[config.mk]
export PLATFORM = sky130hd
export DESIGN_NAME = sys_top
export DESIGN_NICKNAME = d
export VERILOG_FILES = /design/src/rtl/fcs_pkg.sv /design/src/rtl/fcs_crc32_serial.sv /design/src/rtl/sys_top.sv
export SDC_FILE = /design/constraint.sdc
export NUM_CORES = 1
export LEC_CHECK = 0
export CORE_UTILIZATION = 55
export CTS_BUF_LIST = sky130_fd_sc_hd__clkbuf_4 sky130_fd_sc_hd__clkbuf_8
export DETAILED_ROUTE_END_ITERATION = 7
export DONT_BUFFER_PORTS = 1
export PLACE_DENSITY_LB_ADDON = 0.12
export SLEW_MARGIN = 20
export SYNTH_ARGS = -nofsm -noshare
export SYNTH_HDL_FRONTEND = slang
export SYNTH_SLANG_ARGS = --single-unit
[constraint.sdc]
create_clock -name SYS_CLOCK_P -period 1.4 [get_ports SYS_CLOCK_P]
set_input_delay 0.28 -clock SYS_CLOCK_P [delete_from_list [all_inputs] [get_ports SYS_CLOCK_P]]
set_output_delay 0.28 -clock SYS_CLOCK_P [all_outputs]
set_load 0.05 [all_outputs]
[src/rtl/fcs_pkg.sv]
// Shared definitions for the serial CRC-32 frame-check-sequence verifier.
package fcs_pkg;

  // CRC-32 generator polynomial, implicit x^32 term.
  localparam logic [31:0] CRC_POLY = 32'h04C11DB7;

  // Register width and FCS field length in bits.
  localparam int CRC_W   = 32;
  localparam int FCS_LEN = 32;

  // Counter width: holds 0..32 for the saturating data counter.
  localparam int CNT_W = 6;

  // Frame-level control states.
  typedef enum logic [1:0] {
    IDLE = 2'd0,
    DATA = 2'd1,
    FCS  = 2'd2,
    DONE = 2'd3
  } fcs_state_e;

  // One serial step of the checker register: shift the (possibly
  // complemented) bit in at the bottom, fold the polynomial back in when a
  // one falls off the top.
  function automatic logic [31:0] crc_step(input logic [31:0] crc,
                                           input logic        d,
                                           input logic [31:0] poly);
    logic [31:0] nxt;
    nxt = {crc[30:0], d};
    if (crc[31]) begin
      nxt = nxt ^ poly;
    end
    return nxt;
  endfunction

endpackage

[src/rtl/fcs_crc32_serial.sv]
// Serial CRC-32 frame checker: frame state machine, checker register and
// bit counters. The verdict (register non-zero after the FCS field) is
// staged for one cycle and then published on o_fcs_error.
module fcs_crc32_serial
  import fcs_pkg::*;
#(
  parameter logic [31:0] POLY     = CRC_POLY,
  parameter int          FCS_BITS = FCS_LEN
) (
  input  logic clk,
  input  logic rst_n,
  input  logic i_sof,
  input  logic i_eof,
  input  logic i_data,
  output logic o_fcs_error
);

  localparam logic [CNT_W-1:0] DCNT_SAT = CNT_W'(CRC_W);
  localparam logic [CNT_W-1:0] FCNT_END = CNT_W'(FCS_BITS - 1);

  logic [1:0]       r_rst_sync;
  logic             w_rst_n;
  fcs_state_e       r_state;
  logic [31:0]      r_crc;
  logic [CNT_W-1:0] r_dcnt;
  logic [CNT_W-1:0] r_fcnt;
  logic             r_verdict;
  logic             r_verdict_vld;
  logic             r_fcs_error;
  logic             w_data_bit;

  // Reset synchroniser: assertion passes straight through, release is
  // aligned to the clock after two flops.
  // NOTE: sequential state is written with non-blocking (<=) assignments
  // so every flop samples pre-edge values regardless of statement order.
  always_ff @(posedge clk or negedge rst_n) begin
    if (!rst_n) begin
      r_rst_sync <= 2'b00;
    end else begin
      r_rst_sync <= {r_rst_sync[0], 1'b1};
    end
  end

  assign w_rst_n = r_rst_sync[1];

  // The first 32 payload bits are complemented, equivalent to presetting a
  // direct-form CRC to all ones.
  assign w_data_bit = (r_dcnt < DCNT_SAT) ? ~i_data : i_data;

  // Frame state machine, checker register, counters and registered verdict.
  always_ff @(posedge clk or negedge w_rst_n) begin
    if (!w_rst_n) begin
      r_state       <= IDLE;
      r_crc         <= '0;
      r_dcnt        <= '0;
      r_fcnt        <= '0;
      r_verdict     <= 1'b0;
      r_verdict_vld <= 1'b0;
      r_fcs_error   <= 1'b0;
    end else begin
      r_verdict_vld <= 1'b0;

      // Publish a staged verdict one cycle after DONE.
      if (r_verdict_vld) begin
        r_fcs_error <= r_verdict;
      end

      // The verdict of a finished frame is captured even if a new SOF
      // arrives in the same cycle, so back-to-back frames each report.
      if (r_state == DONE) begin
        r_verdict     <= |r_crc;
        r_verdict_vld <= 1'b1;
      end

      if (i_sof) begin
        // Restart from any state; the bit present with SOF is not a frame bit.
        r_state <= DATA;
        r_crc   <= '0;
        r_dcnt  <= '0;
        r_fcnt  <= '0;
      end else begin
        unique case (r_state)
          IDLE: begin
            r_state <= IDLE;
          end
          DATA: begin
            r_crc <= crc_step(r_crc, w_data_bit, POLY);
            if (r_dcnt != DCNT_SAT) begin
              r_dcnt <= r_dcnt + 1'b1;
            end
            if (i_eof) begin
              r_state <= FCS;
              r_fcnt  <= '0;
            end
          end
          FCS: begin
            // The transmitted FCS is the complement of the running CRC, so
            // re-complementing it drives a clean frame to a zero residue.
            r_crc <= crc_step(r_crc, ~i_data, POLY);
            if (r_fcnt == FCNT_END) begin
              r_state <= DONE;
            end else begin
              r_fcnt <= r_fcnt + 1'b1;
            end
          end
          DONE: begin
            r_state <= IDLE;
          end
          default: begin
            r_state <= IDLE;
          end
        endcase
      end
    end
  end

  assign o_fcs_error = r_fcs_error;

endmodule

[src/rtl/sys_top.sv]
// FPGA top level of the serial Ethernet FCS verifier: clock buffering plus
// the checker instance.
// Build option SYS_TOP_IBUFDS_EN: when defined, the clock is taken through a
// differential input buffer and a global buffer; when undefined,
// SYS_CLOCK_P drives the logic directly and SYS_CLOCK_N is unused.
module sys_top
  import fcs_pkg::*;
#(
  parameter logic [31:0] POLY     = CRC_POLY,
  parameter int          FCS_BITS = FCS_LEN
) (
  input  logic SYS_CLOCK_P,
  input  logic SYS_CLOCK_N,
  input  logic RST,
  input  logic START_OF_FRAME_top,
  input  logic END_OF_FRAME_top,
  input  logic DATA_IN_top,
  output logic FCS_ERROR_top
);

  logic w_clk;

`ifdef SYS_TOP_IBUFDS_EN
  logic w_clk_ibuf;

  IBUFDS u_ibufds (
    .I  (SYS_CLOCK_P),
    .IB (SYS_CLOCK_N),
    .O  (w_clk_ibuf)
  );

  BUFG u_bufg (
    .I (w_clk_ibuf),
    .O (w_clk)
  );
`else
  logic w_unused_clk_n;

  assign w_clk          = SYS_CLOCK_P;
  assign w_unused_clk_n = SYS_CLOCK_N;
`endif

  fcs_crc32_serial #(
    .POLY     (POLY),
    .FCS_BITS (FCS_BITS)
  ) u_fcs_crc32_serial (
    .clk         (w_clk),
    .rst_n       (RST),
    .i_sof       (START_OF_FRAME_top),
    .i_eof       (END_OF_FRAME_top),
    .i_data      (DATA_IN_top),
    .o_fcs_error (FCS_ERROR_top)
  );

endmodule

### Yosys cells after proc, flatten, opt, wreduce, memory -nomap -nowiden

Cells that the tools add are included.

* $add $sub $neg: 2
* magnitude comparators: 1
* eq/ne operators: 8
* mux-type cells: 17
* bitwise gates (word level): 3
* reduce and logical (&&, ||, !) cells: 9

Operators by type and width (count)
* 32-bit case mux with 2 select lines: 1
* 27-bit two-way mux: 2
* 6-bit two-way mux: 6
* 32-bit two-way mux: 1
* 32-bit OR reduction: 1
* 14-bit NOT: 2
* 6-bit by 1-bit adder with 6-bit output (second input constant): 2
* 6-bit case mux with 2 select lines: 1
* 6-bit by 5-bit == test with 1-bit output (second input constant): 1
* 6-bit < comparator (second input constant): 1
* 2-bit two-way mux: 3
* 3-bit != test (second input constant): 2
* 6-bit != test (second input constant): 1
* 2-bit case mux with 3 select lines: 1
* 2-bit == test (second input constant): 2
* 2-bit AND reduction: 2
* 2-bit nonzero test: 2
* 3-bit by 2-bit != test with 1-bit output (second input constant): 1
* 3-bit AND reduction: 1
* 3-bit nonzero test: 1
* 2-bit by 1-bit == test with 1-bit output (second input constant): 1
* 2-bit zero test: 1
* 1-bit two-way mux: 2
* 2-bit OR reduction: 1
* 1-bit NOT: 1

* bits in registers: 51
* input bits: 6
* output and inout bits: 1
* word-level logic and storage cells: 48

### Depth between registers and ports, before layout

Gate-level depths: netlist (run 1).

* depth in word-level cells: 6
* depth in mapped cells: 7
* gate-level depth less buffers: 6

### Worst setup path before layout (run 1)

OpenSTA, ideal clock, no wires.

* path type: reg2reg
* from: register u_fcs_crc32_serial.r_state[0]
* to: register u_fcs_crc32_serial.r_fcnt[3]
* setup time: 79 ps
* arrival: 1425 ps
* data required time: 1321 ps
* setup slack: -105 ps
* stages on the path, launching flop included: 7
* buffers on the path: 0
* clock period less this slack: 1505 ps
* cells stage by stage: dfrtp_1 inv_1 ha_1 nand2b_2 a311oi_4 nand4_1 mux2i_1

* cells in the longest elaborated chain, start to end: 3
* elaborated cells on any way between the ends: 8
* classes of those cells: eq/ne: 4; mux: 2; reduce/logical: 2

Ends and longest elaborated chain
* from (decl): RTL line fcs_crc32_serial.sv:23 `fcs_state_e r_state;`
* from (signal assigned): RTL line fcs_crc32_serial.sv:53 `r_state <= IDLE;`
* from (signal assigned): RTL line fcs_crc32_serial.sv:77 `r_state <= DATA;`
* from (signal assigned): RTL line fcs_crc32_serial.sv:84 `r_state <= IDLE;`
* 2-bit == test or 2-bit by 1-bit == test with 1-bit output (tied branches): RTL line fcs_crc32_serial.sv:82 `unique case (r_state)`
* 3-bit != test (no line), or another cell as far along
* 3-bit AND reduction (no line) or 6-bit two-way mux (tied branches)
* to (signal assigned): RTL line fcs_crc32_serial.sv:103 `r_fcnt <= r_fcnt + 1'b1;`
* to (decl): RTL line fcs_crc32_serial.sv:26 `logic [CNT_W-1:0] r_fcnt;`

Several ways; a longest one is shown, not always the timed one.
A chain may end at the register's enable or synchronous reset.

### Worst setup path in the final report (run 1)

* from: register u_fcs_crc32_serial.r_state[0]
* to: register u_fcs_crc32_serial.r_fcnt[5]

The elaborated chain is that of the path after synthesis.

==> results of run 1 <==
cell usage after synthesis (2+ instances only):
cell	n
nor2_1	10
nand3_1	3
nand4_1	5
buf_4	3
o21ai_0	3
or4_1	2
nand2_1	3
nor4_1	7
a22o_1	34
ha_1	7
inv_1	5
a21oi_1	6
mux2_2	3
xor2_1	18
buf_2	6
dfrtp_1	51
worst reg2reg max path, delay by kind of cell (launching register included):
kind                     cells  cell delay (ns)
flip-flops                   1             0.45
buffers and inverters        2             0.30
adder cells (fa/ha/maj)      1             0.18
AND/OR/NAND/NOR              1             0.13
AO/OA/AOI/OAI                2             0.47
registers in the layout, summed over array words and instances, names as in the netlist:
name and count:
u_fcs_crc32_serial.r_verdict_vld 1, u_fcs_crc32_serial.r_rst_sync 2, u_fcs_crc32_serial.r_crc 32, u_fcs_crc32_serial.r_dcnt 6
u_fcs_crc32_serial.o_fcs_error 1, u_fcs_crc32_serial.r_fcnt 6, u_fcs_crc32_serial.r_verdict 1, u_fcs_crc32_serial.r_state 2
routing by layer:
layer  vias up  GRT usage  share of wire
met1       852      0.326           0.45
met4         0      0.112          0.012
li1        783          -              -
met5         -          0              0
met3         6     0.0456          0.029
met2        32      0.436           0.51
area by class of cell:
class | count | area [sq um] | share of cell area
clock buffer | 5 | 68.8 | 0.0232
clock inverter | 3 | 43.8 | 0.0148
inverter | 5 | 18.8 | 0.00633
multi-input combinational | 128 | 1160 | 0.392
sequential | 51 | 1280 | 0.432
tap | 50 | 62.6 | 0.0211
timing repair buffer | 32 | 329 | 0.111
final timing paths:
kind	depth (start not counted)	slack [ns]	end	startpoint
setup reg to reg	6	-0.20	u_fcs_crc32_serial.r_fcnt[5]	u_fcs_crc32_serial.r_state[0]
hold reg to reg	1	0.24	u_fcs_crc32_serial.r_crc[8]	u_fcs_crc32_serial.r_rst_sync[1]
max in group asynchronous	1	0.91	u_fcs_crc32_serial.r_state[0]	u_fcs_crc32_serial.r_rst_sync[1]
hold / removal	1	0.03	u_fcs_crc32_serial.r_dcnt[4]	START_OF_FRAME_top
min in group asynchronous	1	0.20	u_fcs_crc32_serial.r_rst_sync[1]	RST
setup / recovery	6	-0.20	u_fcs_crc32_serial.r_fcnt[5]	u_fcs_crc32_serial.r_state[0]
power groups by stage:
| stage | clock [mW] | combinational (mW) | sequential [mW] |
|---|---|---|---|
| 4_1_cts | 1.04 | 1.53 | 1.75 |
| 6_report | 1.03 | 1.55 | 1.76 |
| 3_5_place_dp | 0 | 1.03 | 1.78 |
| 3_3_place_gp | 0 | 0.979 | 1.77 |
| 2_1_floorplan | 0 | 0.743 | 1.78 |
| 5_1_grt | 1.10 | 1.67 | 1.77 |
kinds of logic after synthesis:
kind of cell / Yosys count / synth area share
AOI/OAI and AO/OA: 55 / 0.198
buffers and inverters: 15 / 0.0318
other: 1 / 0.00159
DFF: 51 / 0.541
and+or+nand+nor: 41 / 0.101
muxes: 4 / 0.0186
xor gates and xnor gates: 19 / 0.0705
adders and majority gates: 7 / 0.0371
stage by stage:
| step | worst slack [ns] | area, sq um | total power [mW] |
|---|---|---|---|
| 3_5_place_dp | -0.539 | 2590 | 2.81 |
| 2_1_floorplan | -0.0259 | 2440 | 2.52 |
| 5_1_grt | -0.254 | 2960 | 4.53 |
| 3_3_place_gp | -0.468 | 2590 | 2.75 |
| 6_report | -0.196 | 2960 | 4.33 |
| 4_1_cts | -0.184 | 2940 | 4.31 |
what timing repair did:
| action | CTS | global route |
|---|---|---|
| hold endpoints to repair | 2 | 0 |
| cloned | 3 | 0 |
| pin swaps | 25 | 14 |
| gates resized for setup | 20 | 11 |
| setup buffers | 10 | 3 |
| endpoints found under the setup margin | 42 | 47 |
| hold buffers | 1 | 0 |
==> results_dict.tcl, run 1 <==
set metrics [dict create \
    synth_top_area_share 0.541 \
    grt-ovfl-total 0 \
    grt_pass1_vias 1778 \
    dpl.hpwl_microns 2870 \
    cts_tree "yes" \
    core_area_sq_um 4060 \
    synth-edff-count 0 \
    fin_util 0.730 \
    grt_use_total 0.260 \
    initial_core_util 0.582 \
    root_buffer "clkbuf_8" \
    clkPwrFrac 0.238 \
    yosys_warnings 0 \
    crit_buf_inv 2 \
    drtIter0Drc 96 \
    boundaryPins 7 \
    numCtsBuffers 5 \
    dieHeight_microns 67.5 \
    wl_microns 5030 \
    swShare 0.328 \
    fin_ws_ns -0.196 \
    synth_nets 206 \
    synth-seq-area-share 0.541 \
    cts_sinks 51 \
    ys.flop_type "dfrtp_1" \
    period_share 1.14 \
    antenna_found_initial 0 \
    seqPwrFrac 0.405 \
    status "finished, violations left" \
    detail-route-antenna-nets 0 \
    synth_top_area_cell "dfrtp_1" \
    critical_path.endpoint_type "flop" \
    fin_nets 236 \
    crit_path_start_kind "flop" \
    violations "negative setup slack" \
    num_vias 1673 \
    final_common_cell "dfrtp_1" \
    min_path_type "primary input to flop" \
    max_stage_delay_ns 0.45 \
    drc_errors 0 \
    path_class "flop to flop" \
    routabilityCongestion 0.827 \
    p_switching_mw 1.42 \
    worst-endpoint-arrival_ns 1.84 \
    syn2layout_area_growth_pct 25.6 \
    io_buffers 0 \
    grt_pass1_wl_microns 8600 \
    finalHoldViolations 0 \
    slowest_stage "dfrtp_2" \
    whs_ns 0.0285 \
    netlist_instances 193 \
    p_comb_frac 0.357 \
    drive_gt1_frac 0.313 \
    ir_worst_vdd_uv 1030 \
    syn_avg_cell_area_sq_um 12.2 \
    drv_cap 0 \
    internal_power_mw 2.91 \
    ys_seq_elements 51 \
    design.die.area_sq_um 4560 \
    tns_ns -4.37 \
    rows 23 \
    setup_violations 42 \
    rsz0062_at_grt "true" \
    layout_common_cells "dfrtp_1, a22o_1, buf_4, xor2_1, nor2_1" \
    ys_async_sr_fraction 1.00 \
    diodes 0 \
    worstSkewPairLatency_ns 0.31 \
    worst_clock_skew_ns 0.0143 \
    grt_max_degree 50 \
    fin_crit_ns 1.60 \
    ys_top_cells_by_area "dfrtp_1, a22o_1, xor2_1, ha_1, nor4_1" \
    cp_top_family "compound AO/OA/AOI/OAI gates" \
    syn_area_sq_um 2360 \
    power_density_nw_per_um2 1460 \
    fmax_mhz 626 \
    p_leak_nw 1.44 \
    slew_viol_final 0 \
    final_cell_count_no_fill 274 \
    required_ns 1.64 \
    path_cells "ha_4 -> buf_8 -> nor2b_4 -> a311oi_4 -> buf_4 -> a22o_1" \
    path_clk_slew_ns 0.09 \
    cts_buffer_depth 2 \
    cts-htree-levels 2 \
    wl_per_cell_microns 18.3 \
    detail_route.first_pass.iterations 4 \
    die_w_microns 67.5 \
    ys_types 43 \
    placed_cells 250 \
    n_fill_cell 266 \
    cp_max_fo 5 \
    vias_per_cell 6.11 \
]
Power figures use the tool's default switching activity.
==> run 2: changes to the inputs <==
--- a/config.mk
+++ b/config.mk
@@ -11,4 +11,5 @@
 export DONT_BUFFER_PORTS = 1
 export PLACE_DENSITY_LB_ADDON = 0.12
+export SKIP_CTS_REPAIR_TIMING = 1
 export SLEW_MARGIN = 20
 export SYNTH_ARGS = -nofsm -noshare
==> constraint.sdc (replaced) <==
create_clock -name SYS_CLOCK_P -period 1.4 [get_ports SYS_CLOCK_P]
set_input_delay 0.21 -clock SYS_CLOCK_P [delete_from_list [all_inputs] [get_ports SYS_CLOCK_P]]
set_output_delay 0.21 -clock SYS_CLOCK_P [all_outputs]
set_load 0.05 [all_outputs]
==> results_dict.tcl, run 2 (same netlist as run 1, synthesis figures left out) <==
set metrics [dict create \
    antenna_found_initial 0 \
    cts-htree-levels 2 \
    drv_cap 0 \
    critical_path.endpoint_type "flop" \
    drc_errors 0 \
    grt_use_total 0.219 \
    p_comb_frac 0.393 \
    wl_per_cell_microns 17.7 \
    max_stage_delay_ns 0.44 \
    grt_pass1_wl_microns 7380 \
    routabilityCongestion 0.824 \
    finalHoldViolations 0 \
    period_share 1.16 \
    fin_crit_ns 1.62 \
    initial_core_util 0.582 \
    setup_violations 42 \
    required_ns 1.63 \
    grt_pass1_vias 1550 \
    die_w_microns 67.5 \
    fmax_mhz 616 \
    grt_max_degree 50 \
    boundaryPins 7 \
    p_leak_nw 1.45 \
    crit_path_start_kind "flop" \
    detail-route-antenna-nets 0 \
    num_vias 1685 \
    slowest_stage "dfrtp_1" \
    internal_power_mw 2.94 \
    wl_microns 4870 \
    status "finished, violations left" \
    violations "negative setup slack" \
    core_area_sq_um 4060 \
    placed_cells 248 \
    cp_max_fo 6 \
    dpl.hpwl_microns 2750 \
    fin_nets 237 \
    worst-endpoint-arrival_ns 1.85 \
    rsz0062_at_grt "true" \
    crit_buf_inv 2 \
    path_clk_slew_ns 0.09 \
    drive_gt1_frac 0.302 \
    cp_top_family "flip-flops" \
    rows 23 \
    clkPwrFrac 0.217 \
    swShare 0.323 \
    final_common_cell "dfrtp_1" \
    detail_route.first_pass.iterations 4 \
    ir_worst_vdd_uv 963 \
    p_switching_mw 1.40 \
    path_cells "inv_2 -> ha_4 -> buf_8 -> nand2b_4 -> a311oi_4 -> nand4_1 -> mux2i_1" \
    power_density_nw_per_um2 1460 \
    diodes 0 \
    path_class "flop to flop" \
    n_fill_cell 256 \
    design.die.area_sq_um 4560 \
    io_buffers 0 \
    grt-ovfl-total 0 \
    cts_buffer_depth 2 \
    slew_viol_final 0 \
    worstSkewPairLatency_ns 0.30 \
    cts_tree "yes" \
    largest_reg_flops 32 \
    dieHeight_microns 67.5 \
    fin_ws_ns -0.223 \
    whs_ns 0.0311 \
    drtIter0Drc 124 \
    min_path_type "primary input to flop" \
    layout_common_cells "dfrtp_1, a22o_1, buf_4, xor2_1, nor2_1" \
    worst_clock_skew_ns 0.00433 \
    root_buffer "clkbuf_8" \
    cts_sinks 51 \
    top_register "u_fcs_crc32_serial.r_crc" \
    numCtsBuffers 5 \
    syn2layout_area_growth_pct 26.5 \
    vias_per_cell 6.13 \
    final_cell_count_no_fill 275 \
    seqPwrFrac 0.390 \
    reg_top3 "u_fcs_crc32_serial.r_crc x32, u_fcs_crc32_serial.r_dcnt x6, u_fcs_crc32_serial.r_fcnt x6" \
]
## run 2: cell types whose count changed in the layout (fill, tap and decap cells not counted), sizes merged
cell         delta
bufinv          -1
dlygate4sd3     +1
clkbuf          +5
buf             -2
clkinv          -2
## run 2: stage by stage
stage | cell area, sq um | setup TNS, ns | worst slack [ns] | total power [mW] | utilization
2_1_floorplan | 2440 | -0.0259 | -0.0259 | 2.52 | -
3_3_place_gp | 2590 | -15.66 | -0.444 | 2.74 | 0.638
3_5_place_dp | 2590 | -19.49 | -0.564 | 2.80 | 0.638
4_1_cts | 2690 | -19.97 | -0.582 | 3.73 | 0.663
5_1_grt | 2980 | -7.79 | -0.303 | 4.57 | 0.735
6_report | 2980 | -5.09 | -0.223 | 4.35 | 0.735
## run 2: worst paths after layout
kind,cells after the start,endpoint,from,slack (ns)
setup / recovery,7,u_fcs_crc32_serial.r_fcnt[3],u_fcs_crc32_serial.r_state[0],-0.22
hold / removal,1,u_fcs_crc32_serial.r_state[0],START_OF_FRAME_top,0.03
setup reg to reg,7,u_fcs_crc32_serial.r_fcnt[3],u_fcs_crc32_serial.r_state[0],-0.22
hold reg to reg,1,u_fcs_crc32_serial.r_crc[7],u_fcs_crc32_serial.r_rst_sync[1],0.25
max in group asynchronous,1,u_fcs_crc32_serial.r_state[1],u_fcs_crc32_serial.r_rst_sync[1],0.92
min in group asynchronous,1,u_fcs_crc32_serial.r_rst_sync[1],RST,0.13
## run 2: power groups by stage
stage	clock [mW]	sequential, mW	combinational (mW)
floorplan	0	1.78	0.743
global placement	0	1.72	1.03
detailed placement	0	1.73	1.07
CTS	0.961	1.70	1.07
global route	1.02	1.71	1.84
finish	0.942	1.70	1.71
## run 2: worst reg2reg max path, cell delays in order, from the launching register on
cell and delay [ns]:
dfrtp_1 0.44, inv_2 0.10, ha_4 0.16, buf_8 0.13
nand2b_4 0.08, a311oi_4 0.35, nand4_1 0.13, mux2i_1 0.15
## run 2: routing by layer
metal  up-vias  routed length, microns  track usage  share of wire
li1        785                       -            -              -
met1       854                    2260        0.290           0.46
met4         0                      60       0.0878          0.012
met2        40                    2340        0.340           0.48
met3         6                     219       0.0591          0.045
met5         -                       0            0              0
## run 2: cell type report
cell class | instances | area [sq um] | share of cell area
tap | 50 | 62.6 | 0.0210
inverter | 5 | 18.8 | 0.00629
multi-input combinational | 128 | 1140 | 0.383
sequential | 51 | 1280 | 0.429
clock buffer | 8 | 104 | 0.0348
timing repair buffer | 33 | 377 | 0.126
